File: config.mk
export PLATFORM = sky130hd
export DESIGN_NAME = qpll_supervisor
export DESIGN_NICKNAME = d
export VERILOG_FILES = /design/src/rtl/qpll_supervisor.sv
export SDC_FILE = /design/constraint.sdc
export NUM_CORES = 1
export LEC_CHECK = 0
export BUFFER_PORTS_ARGS = -buffer_cell sky130_fd_sc_hd__buf_2
export CORE_MARGIN = 10
export CORE_UTILIZATION = 57
export DETAILED_ROUTE_END_ITERATION = 16
export GPL_TIMING_DRIVEN = 0
export PLACE_DENSITY = 0.85
export SYNTH_ARGS = -nofsm -noshare
export SYNTH_HDL_FRONTEND = slang
export SYNTH_SLANG_ARGS = --single-unit
File: constraint.sdc
create_clock -name clk_125mhz -period 3.05 [get_ports clk_125mhz]
set_clock_uncertainty 0.15 [all_clocks]
set_input_delay 0.305 -clock clk_125mhz [delete_from_list [all_inputs] [get_ports clk_125mhz]]
set_output_delay 0.305 -clock clk_125mhz [all_outputs]
set_load 0.02 [all_outputs]
File: src/rtl/qpll_supervisor.sv
// qpll_supervisor
// Power-up / reset / lock supervisor for one GTXE2_COMMON quad PLL.
// Sequences QPLLPD and QPLLRESET, qualifies QPLLLOCK through a
// consecutive-cycle filter, retries on timeout, fails over across the
// candidate reference clocks, and reports a clean pll_ready to the lanes.
module qpll_supervisor #(
    parameter int                         NUM_REFCLKS  = 2,
    parameter logic [3*NUM_REFCLKS-1:0]   REFCLK_CODES = {3'd2, 3'd1},
    parameter int                         PD_CYCLES    = 64,
    parameter int                         RESET_CYCLES = 32,
    parameter int                         LOCK_TIMEOUT = 125000,
    parameter int                         LOCK_FILTER  = 256,
    parameter int                         MAX_RETRIES  = 3
) (
    input  logic       clk_125mhz,
    input  logic       rst_n,
    input  logic [2:0] pref_idx,
    input  logic       force_reset,
    input  logic       qpll_lock,
    input  logic       qpll_refclk_lost,
    output logic       qpll_pd,
    output logic       qpll_reset,
    output logic [2:0] qpll_refclk_sel,
    output logic [2:0] active_idx,
    output logic       pll_ready,
    output logic       fault,
    output logic [7:0] lock_loss_count
);

    typedef enum logic [2:0] {
        PWRDN,
        RESET,
        WAIT_LOCK,
        LOCKED,
        SWITCH,
        FAULT
    } state_t;

    // One phase timer serves power-down, reset pulse and lock timeout.
    localparam int SEQ_MAX = (LOCK_TIMEOUT > PD_CYCLES)
                           ? ((LOCK_TIMEOUT > RESET_CYCLES) ? LOCK_TIMEOUT : RESET_CYCLES)
                           : ((PD_CYCLES > RESET_CYCLES) ? PD_CYCLES : RESET_CYCLES);
    localparam int TIMER_W = $clog2(SEQ_MAX + 1);
    localparam int FILT_W  = $clog2(LOCK_FILTER + 1);
    localparam int RETRY_W = $clog2(MAX_RETRIES + 1);
    localparam int TRIED_W = $clog2(NUM_REFCLKS + 1);

    state_t               state;
    logic [TIMER_W-1:0]   timer;
    logic [FILT_W-1:0]    filter;
    logic [RETRY_W-1:0]   retries;
    logic [TRIED_W-1:0]   tried;
    logic                 lock_meta;
    logic                 lock_s;
    logic                 lost_meta;
    logic                 lost_s;
    logic                 started;
    logic [2:0]           idx_q;
    logic [2:0]           sel_q;
    logic [2:0]           pref_clamped;
    logic [2:0]           next_idx;
    logic [2:0]           code_tab [8];

    // Full 8-entry code table so any 3-bit index is in range; unused slots read 0.
    for (genvar g = 0; g < 8; g++) begin : g_codes
        if (g < NUM_REFCLKS) begin : g_used
            assign code_tab[g] = REFCLK_CODES[3*g +: 3];
        end else begin : g_unused
            assign code_tab[g] = 3'd0;
        end
    end

    assign pref_clamped = (int'(pref_idx) < NUM_REFCLKS) ? pref_idx : 3'd0;
    assign next_idx     = (int'(idx_q) >= NUM_REFCLKS - 1) ? 3'd0 : idx_q + 3'd1;

    // While rst_n is held the selection follows pref_idx so the PLL sees the
    // intended refclk from the start; the first edge after release captures it.
    assign active_idx      = started ? idx_q : pref_clamped;
    assign qpll_refclk_sel = started ? sel_q : code_tab[pref_clamped];

    // Lock synchroniser, held clear while the PLL is in reset since QPLLLOCK is meaningless then.
    always_ff @(posedge clk_125mhz or negedge rst_n) begin
        if (!rst_n) begin
            lock_meta <= 1'b0;
            lock_s    <= 1'b0;
        end else if (qpll_reset) begin
            lock_meta <= 1'b0;
            lock_s    <= 1'b0;
        end else begin
            lock_meta <= qpll_lock;
            lock_s    <= lock_meta;
        end
    end

    // Two-flop synchroniser for the asynchronous refclk-lost flag.
    always_ff @(posedge clk_125mhz or negedge rst_n) begin
        if (!rst_n) begin
            lost_meta <= 1'b0;
            lost_s    <= 1'b0;
        end else begin
            lost_meta <= qpll_refclk_lost;
            lost_s    <= lost_meta;
        end
    end

    // Supervisor sequence: power-down, reset pulse, lock qualification, retry and failover.
    always_ff @(posedge clk_125mhz or negedge rst_n) begin
        if (!rst_n) begin
            state           <= PWRDN;
            timer           <= '0;
            filter          <= '0;
            retries         <= '0;
            tried           <= '0;
            started         <= 1'b0;
            idx_q           <= 3'd0;
            sel_q           <= 3'd0;
            qpll_pd         <= 1'b1;
            qpll_reset      <= 1'b1;
            pll_ready       <= 1'b0;
            fault           <= 1'b0;
            lock_loss_count <= 8'd0;
        end else if (force_reset) begin
            started    <= 1'b1;
            state      <= PWRDN;
            timer      <= '0;
            filter     <= '0;
            retries    <= '0;
            tried      <= '0;
            idx_q      <= pref_clamped;
            sel_q      <= code_tab[pref_clamped];
            qpll_pd    <= 1'b1;
            qpll_reset <= 1'b1;
            pll_ready  <= 1'b0;
            fault      <= 1'b0;
        end else begin
            started <= 1'b1;
            if (!started) begin
                idx_q <= pref_clamped;
                sel_q <= code_tab[pref_clamped];
            end
            case (state)
                PWRDN: begin
                    qpll_pd    <= 1'b1;
                    qpll_reset <= 1'b1;
                    if (timer == TIMER_W'(PD_CYCLES - 1)) begin
                        qpll_pd <= 1'b0;
                        timer   <= '0;
                        state   <= RESET;
                    end else begin
                        timer <= timer + 1'b1;
                    end
                end
                RESET: begin
                    qpll_reset <= 1'b1;
                    if (timer == TIMER_W'(RESET_CYCLES - 1)) begin
                        qpll_reset <= 1'b0;
                        timer      <= '0;
                        filter     <= '0;
                        state      <= WAIT_LOCK;
                    end else begin
                        timer <= timer + 1'b1;
                    end
                end
                WAIT_LOCK: begin
                    if (lock_s && filter == FILT_W'(LOCK_FILTER - 1)) begin
                        filter  <= '0;
                        retries <= '0;
                        tried   <= '0;
                        state   <= LOCKED;
                    end else if (lost_s || timer == TIMER_W'(LOCK_TIMEOUT)) begin
                        timer      <= '0;
                        filter     <= '0;
                        qpll_reset <= 1'b1;
                        if (int'(retries) + 1 < MAX_RETRIES) begin
                            retries <= retries + 1'b1;
                            state   <= RESET;
                        end else begin
                            retries <= '0;
                            tried   <= tried + 1'b1;
                            if (int'(tried) + 1 >= NUM_REFCLKS) begin
                                fault <= 1'b1;
                                state <= FAULT;
                            end else begin
                                state <= SWITCH;
                            end
                        end
                    end else begin
                        timer  <= timer + 1'b1;
                        filter <= lock_s ? filter + 1'b1 : '0;
                    end
                end
                LOCKED: begin
                    if (!lock_s || lost_s) begin
                        pll_ready  <= 1'b0;
                        qpll_reset <= 1'b1;
                        timer      <= '0;
                        state      <= RESET;
                        if (lock_loss_count != 8'hFF) begin
                            lock_loss_count <= lock_loss_count + 8'd1;
                        end
                    end else begin
                        pll_ready <= 1'b1;
                    end
                end
                SWITCH: begin
                    qpll_reset <= 1'b1;
                    idx_q      <= next_idx;
                    sel_q      <= code_tab[next_idx];
                    timer      <= '0;
                    state      <= RESET;
                end
                FAULT: begin
                    fault      <= 1'b1;
                    qpll_reset <= 1'b1;
                    qpll_pd    <= 1'b0;
                    pll_ready  <= 1'b0;
                end
                default: begin
                    state <= PWRDN;
                end
            endcase
        end
    end

endmodule
# Word-level counts from Yosys, hierarchy flattened
# Memory sizes are Yosys's and may differ from the RTL's.
# Cells that the tools add are included.
dict set report totals {
  register_bits 56
  latchBits 0
  ram_bits 0
  romBits 48
  word_cells 142
  memories 2
}
dict set report op_classes {
  addsub 8
  mul 0
  n_div 0
  order_cmp 6
  n_eq_ne 20
  shift 0
  muxes 64
  bitwise 3
  n_reduce_logical 22
}
# memory depth word_bits read_ports rd_ports_with_merged_regs wr line_no
set memory_table {}
lappend memory_table {{(no name shown)} 8 3 1 0 0 208} ;# sel_q <= code_tab[next_idx];
lappend memory_table {{(no name shown)} 8 3 1 0 0 139} ;# sel_q <= code_tab[pref_clamped];
# op n
set op_table {}
lappend op_table {{$mux 17} 6}
lappend op_table {{$pmux 17 s5} 1}
lappend op_table {{$mux 3} 19}
lappend op_table {{$mux 9} 5}
lappend op_table {{$ne 3x3->1 const B} 8}
lappend op_table {{$mux 2} 10}
lappend op_table {{$pmux 3 s6} 1}
lappend op_table {{$pmux 9 s2} 1}
lappend op_table {{$add 17x1->17 const B} 1}
lappend op_table {{$eq 17x17->1 const B} 1}
lappend op_table {{$eq 17x5->1 const B} 1}
lappend op_table {{$eq 17x6->1 const B} 1}
lappend op_table {{$mux 1} 17}
lappend op_table {{$reduce_bool 3->1} 5}
lappend op_table {{$reduce_and 5->1} 2}
lappend op_table {{$add 9x1->9 const B} 1}
lappend op_table {{$eq 9x8->1 const B} 1}
lappend op_table {{$add 8x1->8 const B} 1}
lappend op_table {{$ge 4x4->1 const B} 2}
lappend op_table {{$ne 8x8->1 const B} 1}
lappend op_table {{$not 3->4} 2}
lappend op_table {{$reduce_and 4->1} 2}
lappend op_table {{$add 2x1->3 const B} 2}
lappend op_table {{$eq 3x2->1 const B} 2}
lappend op_table {{other kinds (22)} 30}

# Logic depth before layout (Yosys ltp)
# Gate-level depths: netlist (run 1).
dict set report depth {
  word_depth 9
  mapped_depth 11
}

# Worst setup path after synthesis (run 1)
# Ideal clock, no wire load.
dict set report synth_timing {
  path_kind {register to register}
  startpoint {register filter[0]}
  endpoint {register timer[14]}
  setup_time_ns 0.139
  arrival_ns 2.168
  t_required_ns 2.761
  slack_ns 0.593
  stages_incl_launch_ff 12
  synth_period_minus_slack_ns 2.457
  cell_sequence {dfrtp_1 -> ha_1 -> and3_1 -> nand3_1 -> nor2_1 -> ha_1 -> o2111ai_1 -> a21oi_1 -> clkbuf_1 -> nor2_1 -> mux2i_1 -> o21ai_0}
}
dict set report synth_via {
  elab_chain_cells 4
}
# element line_no
set synth_lines {}
lappend synth_lines {{from (decl)} 50} ;# logic [FILT_W-1:0] filter;
lappend synth_lines {{from (signal assigned)} 189} ;# filter <= lock_s ? filter + 1'b1 : '0;
lappend synth_lines {{$eq 9x8->1} 165} ;# if (lock_s && filter == FILT_W'(LOCK_FILTER - 1)) begin
lappend synth_lines {{$logic_and 1x1->1} 165}
lappend synth_lines {{$ne 3x3->1 (no source line)} --}
lappend synth_lines {{$reduce_and 3->1 (no source line)} --}
lappend synth_lines {{to (signal assigned)} 150} ;# timer <= timer + 1'b1;
lappend synth_lines {{to (signal assigned)} 161} ;# timer <= timer + 1'b1;
lappend synth_lines {{to (signal assigned)} 188} ;# timer <= timer + 1'b1;
lappend synth_lines {{to (decl)} 49} ;# logic [TIMER_W-1:0] timer;
# Every way passes these cells.
# A chain may end at the register's enable or synchronous reset.

# Final worst setup path (run 1)
# Same ends and word-level chain as after synthesis.

==> flow_summary.ini, run 1 <==
[synthesis]
ys.flop_type = dfrtp_1
synth_compound_area_share_pct = 19.5
yosysUniqueCellTypes = 60
synth_top_family_by_area = simple AND/OR/NAND/NOR gates
synthCells = 339
synth_mux_area_share_pct = 1.36
synthXorXnorAreaFrac_pct = 2.80
synth.net_count = 355
ys_async_sr_fraction_pct = 100
synth_edf_count = 0
avgSynthCellArea_um2 = 9.24
synthesis.area_um2 = 3130
ys_ff_latch = 56
yosys_warnings = 0
synthSimpleGateAreaFrac_pct = 26.0
synth_area_leaders = dfrtp_1 (43%), nand2_1 (4.8%), nor2_1 (3.8%), ha_1 (3.2%), o21ai_0 (3.2%)
yosysTopAreaCell = dfrtp_1
yosysTopAreaCellShare_pct = 43.1
synth_seq_area_share_pct = 44.8
synthAdderAreaFrac_pct = 3.20

[die]
core_um2 = 5200
die_x_um = 94.1
dieHeight_um = 94.1
boundaryPins = 26
start_util_pct = 60.2
rows = 26
dieArea_um2 = 8860

[detailed_routing]
firstDrtPassIters = 4
wirelength_um = 6780
num_vias = 2618
drt_iter0_drc = 212
wl_per_cell_um = 15.3
drt-vias-per-instance = 5.92
drc = 0
ant_nets = 0

[critical_path]
crit_cells = 11
start_kind = flip-flop
reg2reg_from = filter[0]
rrSetupSlack_ns = 0.30
crit_path_start = filter[0]
crit_buf_inv = 1
crit_arrival_ns = 2.78
slowest_delay_ns = 0.40
path_cells = ha_1 > and3_1 > nand3_1 > nor2_1 > ha_1 > o2111ai_1 > a21oi_2 > clkbuf_2 > nor2_1 > mux2i_1 > o21ai_0
crit_end = timer[14]
crit_family = compound AO/OA/AOI/OAI gates
setup.worst_path.class = flip-flop to flip-flop
rr_endpoint = timer[14]
cp-end-kind = flip-flop
cp_slowest_cell = dfrtp_1
crit_required_ns = 3.08
crit_fanout = 10
rr_worst_depth = 11

[cells_and_area]
utilization_pct = 66.3
fill_cells = 437
diodes = 0
stdcell_area_um2 = 3450
final_common_cell = dfrtp_1
final_cell_mix = dfrtp_1 (54), nand2_1 (40), nor2_1 (32)
area.growth.synth_to_final_pct = 10.1
final_nets = 387
drive_above_1_share_pct = 14.2

[clocking]
cts_max_path_buffers = 2
clkSlewWorstSetupHoldPaths_ns = 0.10
cts_buffers = 5
cts_tree = done
clkLatencyLatePin_ns = 0.31
clockRootBuffer = clkbuf_8
clock_sinks = 56
cts_max_level = 2

[pwr]
p_per_area_nw_per_um2 = 379
peakVddDrop_uv = 272
p_leak_uw = 0.00156
power_uw = 1310

[grt]
grt_overflow = 0
grtUsageTotal_pct = 15.7
grt_pass1_wl_um = 11600
grt_max_degree = 57
grt_pass1_vias = 2585
antenna_found_initial = 0

[place]
routabilityCongestion = 0.929
port-buffer-count = 24
placed_cell_area_um2 = 3340
hpwl_um = 4950
pre_cts_ws_ns = -0.0209

[run]
maxCapViolCount = 0

[sta]
period_share_pct = 90.2
finalSetupTns_ns = 0
hold_viol_final = 0
rsz0062_at_grt = false
max_freq_ghz = 0.364
maxSlewViolCount = 0
finalCriticalPeriod_ns = 2.75
tightest_slew_ns = 1.23
relSlewSlack_pct = 17.8
finalSetupViolations = 0
layout_setup_ws_ns = 0.300

[min_path]
hold_class = primary input to flip-flop

[run_status]
status = finished clean
per-stage QoR:
stage / hold slack [ns] / cells
after CTS: 0.0744 / 442
after global placement: 0.183 / 433
final: 0.0809 / 442
after detailed placement: 0.192 / 433
after floorplan: -0.141 / 339
after global routing: 0.0861 / 442
cells by family after synthesis:
group	Yosys count
DFF	56
muxes	4
and+or+nand+nor	155
AOI/OAI and AO/OA	87
buffers and inverters	18
other	1
xor gates and xnor gates	10
adders and majority gates	8
routing by layer:
layer | wire (µm) | global-route usage, % | part of all wire (%)
met5 | 0 | 0 | 0
met3 | 219 | 2.88 | 3.2
met1 | 2990 | 19.1 | 44
met4 | 55 | 4.68 | 0.81
met2 | 3520 | 27.4 | 52
worst min-delay path by stage:
stage	from	to	slack [ns]	cells past startpoint
global placement	lost_meta	lost_s	0.18	0
floorplan	rst_n	fault	-0.14	0
finish	qpll_lock	lock_meta	0.08	2
detailed placement	lost_meta	lost_s	0.19	0
CTS	qpll_lock	lock_meta	0.07	2
global route	qpll_lock	lock_meta	0.09	2
cell usage after synthesis, types with 3 or more instances:
cell / instances
a21o_1: 7
a21oi_1: 18
a22o_1: 9
and2_1: 6
and3_1: 5
clkbuf_1: 5
dfrtp_1: 54
ha_1: 8
inv_1: 9
nand2_1: 40
nand2b_1: 3
nand3_1: 16
nand4_1: 7
nor2_1: 32
nor2b_1: 12
nor3_1: 9
nor4_1: 3
o21ai_0: 20
o21ai_1: 4
o31ai_1: 6
or2_2: 3
or3_1: 3
xnor2_1: 4
xor2_1: 6
where the power goes:
group	internal [µW]	total, µW	switching, µW
Combinational	36.2	108	72.0
Clock	185	432	247
Sequential	754	766	12.2
Total	976	1310	331
what timing repair did:
action	CTS	global route
hold buffers	1	0
gates resized for setup	1	2
hold endpoints to repair	1	0
buffers inserted	0	0
endpoints found under the setup margin	1	1
flip-flops by register name, indices dropped and copies added, names as in the netlist:
register         count
fault                1
filter               9
idx_q                3
lock_loss_count      8
lock_meta            1
lock_s               1
lost_meta            1
lost_s               1
pll_ready            1
qpll_pd              1
qpll_reset           1
retries              2
sel_q                3
started              1
state                3
timer               17
tried                2
area by class of cell:
| class | instances | area, µm² | area share [%] |
|---|---|---|---|
| clock buffers | 7 | 86.3 | 2.50 |
| repair buffers | 25 | 130 | 3.77 |
| clock inverters | 1 | 7.51 | 0.218 |
| multi-input cells | 265 | 1660 | 48.2 |
| flip-flops and latches | 56 | 1400 | 40.7 |
| inverters | 9 | 33.8 | 0.980 |
| well taps | 70 | 87.6 | 2.54 |
| plain buffers | 9 | 37.5 | 1.09 |
Note: power is estimated with default switching activity, not from simulation.
==> run 2, diff against run 1 <==
--- a/config.mk
+++ b/config.mk
@@ -7,3 +7,2 @@
 export LEC_CHECK = 0
-export BUFFER_PORTS_ARGS = -buffer_cell sky130_fd_sc_hd__buf_2
 export CORE_MARGIN = 10
@@ -11,4 +10,5 @@
 export DETAILED_ROUTE_END_ITERATION = 16
+export DONT_BUFFER_PORTS = 1
 export GPL_TIMING_DRIVEN = 0
-export PLACE_DENSITY = 0.85
+export PLACE_DENSITY = 0.8
 export SYNTH_ARGS = -nofsm -noshare
==> constraint.sdc (replaced) <==
create_clock -name clk_125mhz -period 3.05 [get_ports clk_125mhz]
set_clock_uncertainty 0.15 [all_clocks]
set_input_delay 0.1525 -clock clk_125mhz [delete_from_list [all_inputs] [get_ports clk_125mhz]]
set_output_delay 0.1525 -clock clk_125mhz [all_outputs]
set_load 0.02 [all_outputs]
==> run 2 against run 1 <==
Cell area fell by 0.54%; maximum frequency rose by 0.20%; total power rose by 0.18%; final cell count fell by 3.4%; sequential share of layout area rose by 0.22 points; utilization fell by 0.36 points; global-route usage rose by 0.82 points; setup slack improved by 0.0056 ns; largest cell class unchanged; largest power group unchanged.
==> flow_summary.ini, run 2 (synthesized netlist as in run 1, its figures left out) <==
[sta]
maxSlewViolCount = 0
relSlewSlack_pct = 33.1
finalSetupTns_ns = 0
finalSetupViolations = 0
period_share_pct = 90.0
finalCriticalPeriod_ns = 2.74
max_freq_ghz = 0.364
rsz0062_at_grt = false
hold_viol_final = 0
tightest_slew_ns = 0.997
holdWs_ns = 0.200

[critical_path]
crit_arrival_ns = 2.77
cp-end-kind = flip-flop
rrSetupSlack_ns = 0.31
setup.worst_path.class = flip-flop to flip-flop
start_kind = flip-flop
crit_required_ns = 3.08
crit_fanout = 10

[die]
boundaryPins = 26
dieArea_um2 = 8860
dieHeight_um = 94.1
rows = 26
core_um2 = 5200
start_util_pct = 60.2
die_x_um = 94.1

[place]
hpwl_um = 4750
port-buffer-count = 0
dp_cells = 409
placed_cell_area_um2 = 3220
routabilityCongestion = 0.908

[detailed_routing]
wirelength_um = 6890
firstDrtPassIters = 4
wl_per_cell_um = 16.1
drt_iter0_drc = 137
drc = 0
num_vias = 2594
ant_nets = 0
drt-vias-per-instance = 6.07

[cells_and_area]
utilization_pct = 65.9
regMostFlops = timer
seqCellArea_um2 = 1400
fill_cells = 436
area.growth.synth_to_final_pct = 9.51
largest_reg_flops = 17
final_nets = 371
top_regs = timer x17, filter x9, lock_loss_count x8
stdcell_area_um2 = 3430
drive_above_1_share_pct = 8.43
layout.cells.non_filler = 427
final_common_cell = dfrtp_1
final_cell_mix = dfrtp_1 (54), nand2_1 (40), nor2_1 (32)
multi_input_comb_area_um2 = 1660

[pwr]
peakVddDrop_uv = 299
seq_power_share_pct = 58.8
p_per_area_nw_per_um2 = 382
p_leak_uw = 0.00150
clockPowerShare_pct = 32.9
switching_share_pct = 25.1
p_sw_uw = 329
p_int_uw = 980
p_comb_share_pct = 8.3

[clocking]
clockRootBuffer = clkbuf_8
cts_buffers = 5
clkSlewWorstSetupHoldPaths_ns = 0.10
clkLatencyLatePin_ns = 0.31
clock_sinks = 56
cts_max_path_buffers = 2
cts_max_level = 2
cts_tree = done
post_cts_buffers = 0

[min_path]
hold_class = primary input to asynchronous set/reset pin

[run_status]
status = finished clean

[grt]
grt_pass1_vias = 2563
antenna_found_initial = 0
grt_pass1_wl_um = 12100
grt_overflow = 0
grtUsageTotal_pct = 16.5
grt_max_degree = 57

[run]
maxCapViolCount = 0
[run 2: through the flow]
stage / setup slack (ns) / power, µW
after detailed placement: 0.0234 / 865
after CTS: 0.159 / 1320
final: 0.305 / 1310
after global routing: 0.0344 / 1360
after global placement: 0.0938 / 863
after floorplan: 0.593 / 846
[run 2: path summary, 6_finish.rpt]
path                            startpoint        end  cells past startpoint
worst max-delay path             filter[0]  timer[14]                     11
max in group asynchronous            rst_n    qpll_pd                      2
min in group clk_125mhz          lost_meta     lost_s                      0
worst min-delay path                 rst_n  filter[4]                      2
worst min register to register   lost_meta     lost_s                      0
worst max register to register   filter[0]  timer[14]                     11
[run 2: final cells by class]
| cell class | count | area share (%) |
|---|---|---|
| Inverter | 9 | 0.985 |
| Clock buffer | 7 | 2.52 |
| Buffer | 9 | 1.09 |
| Multi-Input combinational cell | 265 | 48.4 |
| Tap cell | 70 | 2.55 |
| Sequential cell | 56 | 40.9 |
| Clock inverter | 1 | 0.255 |
| Antenna cell | 1 | 0.0730 |
| Timing Repair Buffer | 9 | 3.14 |
[run 2: repair_timing]
action	in CTS	in global routing
endpoints found under the setup margin	1	2
hold buffers	9	0
gates resized for setup	1	2
endpoints found under the hold margin	61	0
gates cloned	0	0
[run 2: power by group through the flow]
stage,combinational (µW),clock (µW),sequential (µW)
after floorplan,64.9,0,781
after global placement,78.5,0,784
after detailed placement,80.5,0,785
after CTS,108,439,770
after global routing,123,467,773
final,109,430,770
[run 2: layer usage]
layer,vias to the layer above,global-route usage (%),part of all wire (%)
met5,-,0,0
met4,0,6.58,0.99
met3,5,3.60,4.2
met2,53,27.1,51
met1,1268,20.5,44
li1,1268,-,-
[run 2: worst max-delay path, cell delays in order, from the launching register on]
cell and delay [ns]:
dfrtp_1 0.39, ha_1 0.20, and3_1 0.21, nand3_1 0.13
nor2_1 0.13, ha_1 0.22, o2111ai_1 0.19, a21oi_2 0.39
clkbuf_2 0.32, nor2_1 0.06, mux2i_1 0.13, o21ai_0 0.09
==> run 3, diff against run 2 <==
CELL_PAD_IN_SITES_DETAIL_PLACEMENT = 0   (was default)
CELL_PAD_IN_SITES_GLOBAL_PLACEMENT = 1   (was default)
CORE_UTILIZATION = 49   (was 57)
PLACE_DENSITY = 0.87   (was 0.8)
==> run 3 against run 2 <==
Critical path depth decreased by 2; hold slack worse by 0.14 ns; first-iteration DRC count down 21%; setup slack improved by 0.010 ns; die area up 13%; sequential share of layout area is 0.060 points lower; final cell count increased by 1.2%; via count fell by 0.77%; register-to-register slack about the same; utilization decreased by 11 points; largest cell class unchanged.
==> flow_summary.ini, run 3 (synthesized netlist as in run 1, its figures left out) <==
[clocking]
cts_max_level = 2
clkSlewWorstSetupHoldPaths_ns = 0.10
cts_tree = done
clkLatencyLatePin_ns = 0.31
cts_max_path_buffers = 2
cts_buffers = 5
clock_sinks = 56
clockRootBuffer = clkbuf_8

[sta]
finalCriticalPeriod_ns = 2.73
max_freq_ghz = 0.366
finalSetupViolations = 0
tightest_slew_ns = 0.954
maxSlewViolCount = 0
finalSetupTns_ns = 0
hold_viol_final = 0
relSlewSlack_pct = 36.0
rsz0062_at_grt = false
period_share_pct = 89.7
layout_setup_ws_ns = 0.315

[cells_and_area]
multi_input_comb_area_um2 = 1670
area.growth.synth_to_final_pct = 9.67
final_cell_mix = dfrtp_1 (54), nand2_1 (40), nor2_1 (32)
stdcell_area_um2 = 3430
drive_above_1_share_pct = 8.73
largest_reg_flops = 17
seqCellArea_um2 = 1400
final_nets = 370
fill_cells = 595
top_regs = timer x17, filter x9, lock_loss_count x8
utilization_pct = 54.7
regMostFlops = timer
diodes = 0
final_common_cell = dfrtp_1

[run]
maxCapViolCount = 0

[critical_path]
setup.worst_path.class = flip-flop to flip-flop
crit_required_ns = 3.10
cp-end-kind = flip-flop
start_kind = flip-flop
crit_arrival_ns = 2.79
crit_fanout = 8
rr_worst_depth = 9

[detailed_routing]
drt_iter0_drc = 108
wl_per_cell_um = 16.0
drc = 0
wirelength_um = 6920
ant_nets = 0
num_vias = 2574
drt-vias-per-instance = 5.96
firstDrtPassIters = 4

[pwr]
peakVddDrop_uv = 238
p_leak_uw = 0.00150
seq_power_share_pct = 58.7
p_int_uw = 979
p_per_area_nw_per_um2 = 382
switching_share_pct = 25.4
p_comb_share_pct = 8.1
p_sw_uw = 333
clockPowerShare_pct = 33.2

[die]
boundaryPins = 26
dieArea_um2 = 9990
start_util_pct = 49.9
core_um2 = 6280
die_x_um = 99.9
dieHeight_um = 99.9
rows = 29

[place]
pre_cts_ws_ns = -0.00504
placed_cell_area_um2 = 3230
port-buffer-count = 0
hpwl_um = 4890
routabilityCongestion = 0.814

[grt]
grt_pass1_wl_um = 12200
grtUsageTotal_pct = 14.5
grt_pass1_vias = 2574
grt_overflow = 0
antenna_found_initial = 0
grt_max_degree = 57

[min_path]
hold_path_depth = 3
hold_class = primary input to flip-flop

[run_status]
status = finished clean
## run 3: repair_timing
action / CTS / global route
endpoints found under the hold margin: 61 / 0
gates cloned: 0 / 0
endpoints found under the setup margin: 1 / 8
buffers inserted: 0 / 0
hold buffers: 8 / 0
gates resized for setup: 1 / 3
## run 3: worst max-delay path: stages (launching register included)
cell and delay, ns:
dfrtp_1 0.41, ha_1 0.23, and3_1 0.22, nand3_1 0.12
nor2_1 0.07, ha_1 0.22, o2111ai_1 0.35, a21o_1 0.35
nand2_2 0.17, o311ai_0 0.33
## run 3: power by group through the flow
| stage | Combinational (µW) | Clock (µW) | Sequential [µW] |
|---|---|---|---|
| floorplan | 64.9 | 0 | 781 |
| global placement | 80.5 | 0 | 784 |
| detailed placement | 80.7 | 0 | 785 |
| CTS | 108 | 448 | 770 |
| global route | 123 | 474 | 772 |
| finish | 107 | 435 | 770 |
## run 3: final timing paths
check | from | endpoint | slack [ns]
min | pref_idx[1] | sel_q[0] | 0.06
max | filter[0] | timer[8] | 0.32
max reg2reg | filter[0] | timer[8] | 0.32
min reg2reg | lost_meta | lost_s | 0.21
max in group asynchronous | rst_n | qpll_pd | 2.23
min in group asynchronous | rst_n | retries[1] | 0.22
## run 3: layout make-up
| cell class | instances | area share [%] |
|---|---|---|
| buffer | 9 | 1.09 |
| clock inverter | 2 | 0.401 |
| inverter | 9 | 0.984 |
| multi-input combinational | 265 | 48.6 |
| clock buffer | 6 | 2.40 |
| sequential | 56 | 40.9 |
| tap | 77 | 2.81 |
| timing repair buffer | 8 | 2.84 |
## run 3: layer usage
metal | up-vias | GRT usage, % | wire [µm]
met5 | - | 0 | 0
met4 | 0 | 5.07 | 82
met3 | 8 | 2.95 | 227
met2 | 40 | 24.9 | 3430
met1 | 1261 | 17.6 | 3180
li1 | 1265 | - | -
## run 3: per-stage QoR
step / total power (µW) / std cells / hold WS, ns
finish: 1310 / 432 / 0.0649
global route: 1370 / 432 / 0.0940
CTS: 1330 / 432 / 0.00974
detailed placement: 865 / 416 / -0.291
global placement: 865 / 416 / -0.291
floorplan: 846 / 339 / -0.293
